File: config.mk
export PLATFORM = sky130hd
export DESIGN_NAME = sm_step_ctrl
export DESIGN_NICKNAME = d
export VERILOG_FILES = /design/src/rtl/sm_step_ctrl.sv
export SDC_FILE = /design/constraint.sdc
export NUM_CORES = 1
export LEC_CHECK = 0
export ABC_AREA = 1
export CORE_MARGIN = 2
export CORE_UTILIZATION = 46
export CTS_CLUSTER_SIZE = 10
export DETAILED_ROUTE_END_ITERATION = 16
export PLACE_DENSITY_LB_ADDON = 0.05
export SLEW_MARGIN = 20
export SYNTH_ARGS = -nofsm -noshare
export SYNTH_HDL_FRONTEND = slang
export SYNTH_SLANG_ARGS = --single-unit
File: constraint.sdc
create_clock -name clkIn -period 3.65 [get_ports clkIn]
set_input_delay 0.5475 -clock clkIn [delete_from_list [all_inputs] [get_ports clkIn]]
set_output_delay 0.5475 -clock clkIn [all_outputs]
set_load 0.05 [all_outputs]
File: src/rtl/sm_step_ctrl.sv
// Run/step/burst/breakpoint controller that gates the schoolMIPS core clock enable.
// All logic runs on clkIn; smClk and both keys are asynchronous and synchronised here.
module sm_step_ctrl #(
  parameter int DEB_W      = 16,
  parameter int DEB_CYCLES = 50000,
  parameter int BURST_W    = 8
) (
  input  logic               clkIn,
  input  logic               rst,
  input  logic               smClk,
  input  logic               runSw,
  input  logic               stepKey,
  input  logic               burstKey,
  input  logic [BURST_W-1:0] burstLen,
  input  logic               bpEnable,
  input  logic [31:0]        bpValue,
  input  logic [31:0]        regData,
  output logic               clkEnable,
  output logic               halted,
  output logic               bpHit,
  output logic [31:0]        cycleCnt
);

  typedef enum logic [1:0] {S_HALT, S_RUN, S_STEP, S_BURST} state_e;

  localparam int                 KEY_STEP  = 0;
  localparam int                 KEY_BURST = 1;
  localparam logic [DEB_W-1:0]   DEB_LAST  = DEB_W'(DEB_CYCLES - 1);
  localparam logic [BURST_W-1:0] REM_ONE   = BURST_W'(1);

  logic                    sm_s1_q, sm_s2_q, sm_prev_q, sm_rise;
  logic [1:0]              key_raw, key_s1_q, key_s2_q;
  logic [1:0]              key_lvl_q, key_lvl_d, key_press_q, key_press_d;
  logic [1:0][DEB_W-1:0]   deb_cnt_q, deb_cnt_d;
  state_e                  state_q, state_d;
  logic [BURST_W-1:0]      rem_q, rem_d;
  logic                    bp_hit_q, bp_hit_d;
  logic [31:0]             cycle_cnt_q, cycle_cnt_d;
  logic                    clk_en_q;
  logic                    bp_match;

  assign key_raw  = {burstKey, stepKey};
  assign sm_rise  = sm_s2_q & ~sm_prev_q;
  assign bp_match = bpEnable && (regData == bpValue);

  // Debounce: the counter runs only while the synchronised key differs from the
  // accepted level, so any bounce back to the accepted level restarts it.
  always_comb begin
    // NOTE: every combinational output gets a default first so no path infers a latch.
    key_lvl_d   = key_lvl_q;
    key_press_d = '0;
    deb_cnt_d   = deb_cnt_q;
    for (int k = 0; k < 2; k++) begin
      if (key_s2_q[k] == key_lvl_q[k]) begin
        deb_cnt_d[k] = '0;
      end else if (deb_cnt_q[k] == DEB_LAST) begin
        deb_cnt_d[k]   = '0;
        key_lvl_d[k]   = key_s2_q[k];
        key_press_d[k] = key_s2_q[k];
      end else begin
        deb_cnt_d[k] = deb_cnt_q[k] + DEB_W'(1);
      end
    end
  end

  always_comb begin
    state_d     = state_q;
    rem_d       = rem_q;
    bp_hit_d    = bp_hit_q;
    cycle_cnt_d = cycle_cnt_q;
    if (sm_rise && state_q != S_HALT) cycle_cnt_d = cycle_cnt_q + 32'd1;
    if (!runSw) bp_hit_d = 1'b0;
    unique case (state_q)
      S_HALT: begin
        if (runSw && !bp_hit_q) begin
          state_d = S_RUN;
        end else if (key_press_q[KEY_STEP]) begin
          state_d  = S_STEP;
          bp_hit_d = 1'b0;
        end else if (key_press_q[KEY_BURST] && burstLen != '0) begin
          state_d  = S_BURST;
          bp_hit_d = 1'b0;
          rem_d    = burstLen;
        end
      end
      S_RUN: begin
        if (sm_rise && bp_match) begin
          state_d  = S_HALT;
          bp_hit_d = 1'b1;
        end else if (!runSw) begin
          state_d = S_HALT;
        end
      end
      S_STEP: begin
        if (sm_rise) state_d = S_HALT;
      end
      S_BURST: begin
        if (sm_rise) begin
          rem_d = rem_q - REM_ONE;
          if (bp_match) begin
            state_d  = S_HALT;
            bp_hit_d = 1'b1;
          end else if (rem_q == REM_ONE) begin
            state_d = S_HALT;
          end
        end
      end
      default: state_d = S_HALT;
    endcase
  end

  // NOTE: sequential state uses non-blocking assignments so every flop samples pre-edge values.
  always_ff @(posedge clkIn or posedge rst) begin
    if (rst) begin
      sm_s1_q     <= 1'b0;
      sm_s2_q     <= 1'b0;
      sm_prev_q   <= 1'b0;
      key_s1_q    <= '0;
      key_s2_q    <= '0;
      key_lvl_q   <= '1;  // treat keys as held so one held through reset never yields a press
      key_press_q <= '0;
      deb_cnt_q   <= '0;
      state_q     <= S_HALT;
      rem_q       <= '0;
      bp_hit_q    <= 1'b0;
      cycle_cnt_q <= '0;
      clk_en_q    <= 1'b0;
    end else begin
      sm_s1_q     <= smClk;
      sm_s2_q     <= sm_s1_q;
      sm_prev_q   <= sm_s2_q;
      key_s1_q    <= key_raw;
      key_s2_q    <= key_s1_q;
      key_lvl_q   <= key_lvl_d;
      key_press_q <= key_press_d;
      deb_cnt_q   <= deb_cnt_d;
      state_q     <= state_d;
      rem_q       <= rem_d;
      bp_hit_q    <= bp_hit_d;
      cycle_cnt_q <= cycle_cnt_d;
      clk_en_q    <= (state_d != S_HALT);
    end
  end

  assign clkEnable = clk_en_q;
  assign halted    = (state_q == S_HALT);
  assign bpHit     = bp_hit_q;
  assign cycleCnt  = cycle_cnt_q;

endmodule

# --- Word level (Yosys, flattened, before mapping) ---
# Index checks and enable logic that the tools add are counted.
totals:
  wordCells: 81
  rom_bits: 0
  mem_count: 0
  out_inout_bits: 35
  latchBits: 0
  regBits: 87
  ramBits: 0
  inputBits: 79
classes:
  div: 0
  eq_ne: 13
  add_sub_neg: 4
  reduce_logical: 14
  n_mul: 0
  n_shift: 0
  order_cmp: 0
  mux: 31
  n_bitwise: 4
op_table:
  columns: ["operator", "n"]
  rows:
  - ["$mux W16", 4]
  - ["$add A16 B1 Y16 const B", 2]
  - ["$add A32 B1 Y32 const B", 1]
  - ["$eq A16 B16 Y1 const B", 2]
  - ["$eq A32 B32 Y1", 1]
  - ["$mux W8", 4]
  - ["$mux W2", 9]
  - ["$pmux W8 S2", 1]
  - ["$mux W1", 11]
  - ["$eq A8 B1 Y1 const B", 1]
  - ["$pmux W2 S4", 1]
  - ["$reduce_bool A8 Y1", 1]
  - ["$sub A8 B1 Y8 const B", 1]
  - ["$ne A2 B2 Y1 const B", 3]
  - ["$reduce_bool A2 Y1", 3]
  - ["$logic_and A1 B1 Y1", 5]
  - ["$reduce_and A5 Y1", 1]
  - ["$eq A2 B2 Y1 const B", 2]
  - ["$reduce_and A2 Y1", 2]
  - ["$not A1 Y1", 3]
  - ["$pmux W1 S3", 1]
  - ["$eq A1 B1 Y1", 2]
  - ["$eq A2 B1 Y1 const B", 1]
  - ["$logic_not A2 Y1", 1]
  - ["3 further kinds", 3]

# --- Longest topological paths before layout ---
logic_depth:
  depth_word: 7
  ltp_mapped: 15
  depth_no_buf: 15

# --- Least setup slack after synthesis ---
# No wires, ideal clock.
synth_path:
  path_type: "flip-flop to flip-flop"
  from: "register state_q[0]"
  to: "register cycle_cnt_q[24] (netlist: cycleCnt[24])"
  arrival_time_ns: 2.093
  path_slack_ns: 1.415
  n_path_buf: 0
  required_ns: 3.508
  stages_incl_launch_ff: 12
  period_less_slack_ns: 2.235
  setup_ns: 0.142
  cell_sequence: "dfrtp_1 > inv_1 > ha_1 > inv_1 > nand2_4 > nor2_4 > nand4_2 > nor2_4 > nand4_4 > nor2_4 > nand3b_1 > xnor2_1"
synth_between:
  elab_chain_len: 2
synth_lines:
  columns: ["element", "line", "source"]
  rows:
  - ["from (decl)", "35", "state_e state_q, state_d;"]
  - ["from (signal assigned)", "137", "state_q <= state_d;"]
  - ["$reduce_bool A2 Y1", "71", "if (sm_rise && state_q != S_HALT) cycle_cnt_d = cycle_cnt_q + 32'd1;"]
  - ["$logic_and A1 B1 Y1", "71", null]
  - ["to (signal assigned)", "140", "cycle_cnt_q <= cycle_cnt_d;"]
  - ["to (decl)", "38", "logic [31:0] cycle_cnt_q, cycle_cnt_d;"]
# No other way between the ends.
# A chain may end at the register's enable or synchronous reset.

# --- Worst setup path after layout ---
layout_path:
  from: "register state_q[1]"
  to: "output port halted"
layout_between:
  elab_chain_len: 1
layout_lines:
  columns: ["element", "line", "source"]
  rows:
  - ["$logic_not A2 Y1", "146", "assign halted = (state_q == S_HALT);"]
  - ["to (decl)", "19", "output logic halted,"]
# No other way between the ends.

==> results.yml <==
timing:
  slew_viol_final: 0
  fmax_ghz: 0.386
  whs_ps: 356
  setup_viol: 0
  layout_min_cycle_time_ps: 2590
  worst_pin_slew_ps: 713
  clock_skew_ps: 17.6
  fin_setup_tns_ps: 0
  rsz0062_at_grt: "false"
  min_period_over_period_pct: 71.0
  maxSlewHeadroom_pct: 52.4
  finalHoldViolCount: 0
place:
  gp_congestion: 0.884
  portBuffers: 113
  hpwl_um: 8900
layout:
  final_layout_size_suffix_gt1_share_pct: 5.78
  area_delta_synth_final_pct: 30.7
  diodes: 0
  fin_nets: 861
  fillers: 949
  multiInputGateArea_um2: 2440
  final_core_util_pct: 61.2
  seq_area_um2: 2180
global_routing:
  grt_usage_pct: 20.5
  grt_pass1_vias: 4383
  antenna_found_initial: 0
  grt_overflow: 0
  grt_max_degree: 48
  grt_pass1_wl_um: 19400
clocking:
  clock_path_buffers: 2
  clk_latency_ps: 360
  cts_buffers: 9
  cts_htree_levels: 3
  postCtsSetupBuffers: 0
  path_clk_slew_ps: 90
  cts-root-buf: "clkbuf_8"
  cts_resized: 0
  cts.sinks: 87
  cts_hold_buf: 0
  cts_tree: "built"
pwr:
  irDropWorstVdd_mv: 0.303
  p_leak_nw: 3.15
  p_per_area_nw_per_um2: 390
hold_path:
  holdPathEnd: "key_s2_q[1]$_DFF_PP0_"
  worstHoldPathCells: 0
  min_path_type: "reg2reg"
  hold_start: "key_s1_q[1]$_DFF_PP0_"
critical_path:
  crit_path_start_kind: "register"
  rrSetupSlack_ps: 1420
  path_class: "reg2out"
  crit_chain: "inv_1 > ha_1 > clkdlybuf4s50_1"
  end_kind: "output port"
  crit_path_max_fanout: 5
  ff2ff_path_depth: 9
  cp_slowest_cell: "clkdlybuf4s50_1"
  r2r_end: "cycleCnt[27]$_DFFE_PP0P_"
  reg2reg_from: "state_q[1]$_DFF_PP0_"
  cp_slowest_stage_delay_ps: 850
  arrival_ps: 2040
  critical_path_required_ps: 3100
status:
  status: "complete, no violations"
floorplanning:
  die_w_um: 109
  die-area_um2: 11800
  die_y_um: 109
  core_um2: 10800
  row_count: 38
  start_util_pct: 46.8
  ios: 114
synthesis:
  synth_area_um2: 5050
  yosysWarningCount: 0
  synth.avg_cell_area_um2: 7.76
  yosysUniqueCellTypes: 39
  synthArstFlopShare_pct: 100
  synth_edf_count: 0
  synth_ff_type: "dfrtp_1"
  synth_area_leaders: "dfrtp_1, nand2_1, inv_1, nor2_1, xor2_1"
  synthesis.nets: 739
  ys_seq_area_share_pct: 43.2
  synth_top_area_share_pct: 42.1
  ys_ff_latch: 87
  yosys.area.top_type: "dfrtp_1"
  synthCells: 651
detailed_routing:
  vias_per_cell: 4.86
  dr_wl_met3_um: 455
  via_count: 4463
  ant_nets: 0
  highest_layer: "met4"
  drt_iter0_drc: 160
  first_pass_iters: 7
  met2_wirelength_um: 5680
  wire_per_inst_um: 12.1
  drt_wl_total_um: 11100
  wl_met1_um: 4850
  drc_errors: 0
job:
  cap_viol_max_count: 0
cell usage in the layout (no fill, tap or decap), types with 2 or more instances in the layout:
master / n
bufinv_16: 2
a22oi_1: 2
dfrtp_1: 85
nand2_1: 151
nand2_4: 2
xnor2_1: 23
nor4_1: 11
o21ai_0: 32
xor2_1: 26
a211oi_1: 3
nor2_2: 4
dfstp_2: 2
nand3_1: 25
nor3_2: 2
ha_1: 9
nand4_1: 15
inv_1: 111
nand2_2: 2
o31ai_1: 2
nor2_4: 7
a21oi_1: 12
o2bb2ai_1: 2
nor3b_1: 6
nand3_2: 2
nor2_1: 79
clkdlybuf4s50_1: 113
clkbuf_8: 10
inv_6: 2
nor3_1: 19
final cells by class:
cell class | count | area share, %
Sequential cell | 87 | 33.0
Inverter | 112 | 6.39
Clock inverter | 6 | 1.46
Multi-Input combinational cell | 449 | 36.9
Tap cell | 140 | 2.65
Clock buffer | 10 | 2.09
Timing Repair Buffer | 114 | 17.4
cell usage after synthesis, types with 2 or more instances:
cell / count
ha_1: 9
nand2_1: 151
nor3_2: 2
nand2_2: 2
nor3_1: 19
dfstp_2: 2
nand2_4: 2
nor2_4: 7
o21ai_0: 32
nand3_2: 2
inv_1: 112
o2bb2ai_1: 2
nor2_2: 4
clkbuf_1: 3
o31ai_1: 2
dfrtp_1: 85
xnor2_1: 23
nor4_1: 11
nor2_1: 79
xor2_1: 26
a22oi_1: 2
nor3b_1: 6
nand3_1: 25
a21oi_1: 12
a211oi_1: 3
nand4_1: 15
registers in the layout, indices dropped and copies added, names as in the netlist:
name / count
cycleCnt: 32
key_press_q: 2
sm_s2_q: 1
clkEnable: 1
rem_q: 8
sm_prev_q: 1
deb_cnt_q: 32
key_s1_q: 2
key_s2_q: 2
bpHit: 1
sm_s1_q: 1
key_lvl_q: 2
state_q: 2
cells by family after synthesis:
group	share of synthesized area [%]
DFF	43.2
buffers and inverters	8.55
and+or+nand+nor	31.0
AOI/OAI and AO/OA	6.32
xor gates and xnor gates	8.50
muxes	0.198
adders and majority gates	2.23
how the worst max path moves through the flow:
stage                         start                    to  slack (ps)
2_1_floorplan                   rst       bpHit$_DFF_PP0_         860
3_3_place_gp            burstLen[1]  rem_q[2]$_DFFE_PP0P_        1300
3_5_place_dp            burstLen[3]  rem_q[2]$_DFFE_PP0P_        1190
4_1_cts        state_q[1]$_DFF_PP0_                halted        1050
5_1_grt        state_q[1]$_DFF_PP0_                halted         960
6_report       state_q[1]$_DFF_PP0_                halted        1060
where the power goes:
group	switching (mW)	internal (mW)
logic	0.405	0.265
clock network	0.360	0.414
registers	0.0841	1.05
routing by layer:
layer  vias to the layer above  global-route usage, %
li1                       2308                      -
met3                        17                   4.06
met2                        93                   35.8
met4                         0                   5.86
met1                      2045                   25.6
met5                         -                      0
worst max-delay path, delay by kind of cell, from the launching register on:
| family | cells | cell delay (ps) |
|---|---|---|
| buf+inv | 2 | 1000 |
| flops | 1 | 450 |
| fa+ha+maj | 1 | 240 |
per-stage QoR:
step           power [mW]  setup WS, ps  instance area [um2]  cells
3_5_place_dp         1.82          1190                 6370    902
5_1_grt              2.73           963                 6600    918
2_1_floorplan        1.57           856                 5050    651
4_1_cts              2.61          1050                 6600    918
6_report             2.58          1060                 6600    918
3_3_place_gp         1.81          1300                 6370    902
No activity file was read; power rests on OpenSTA's default activity.
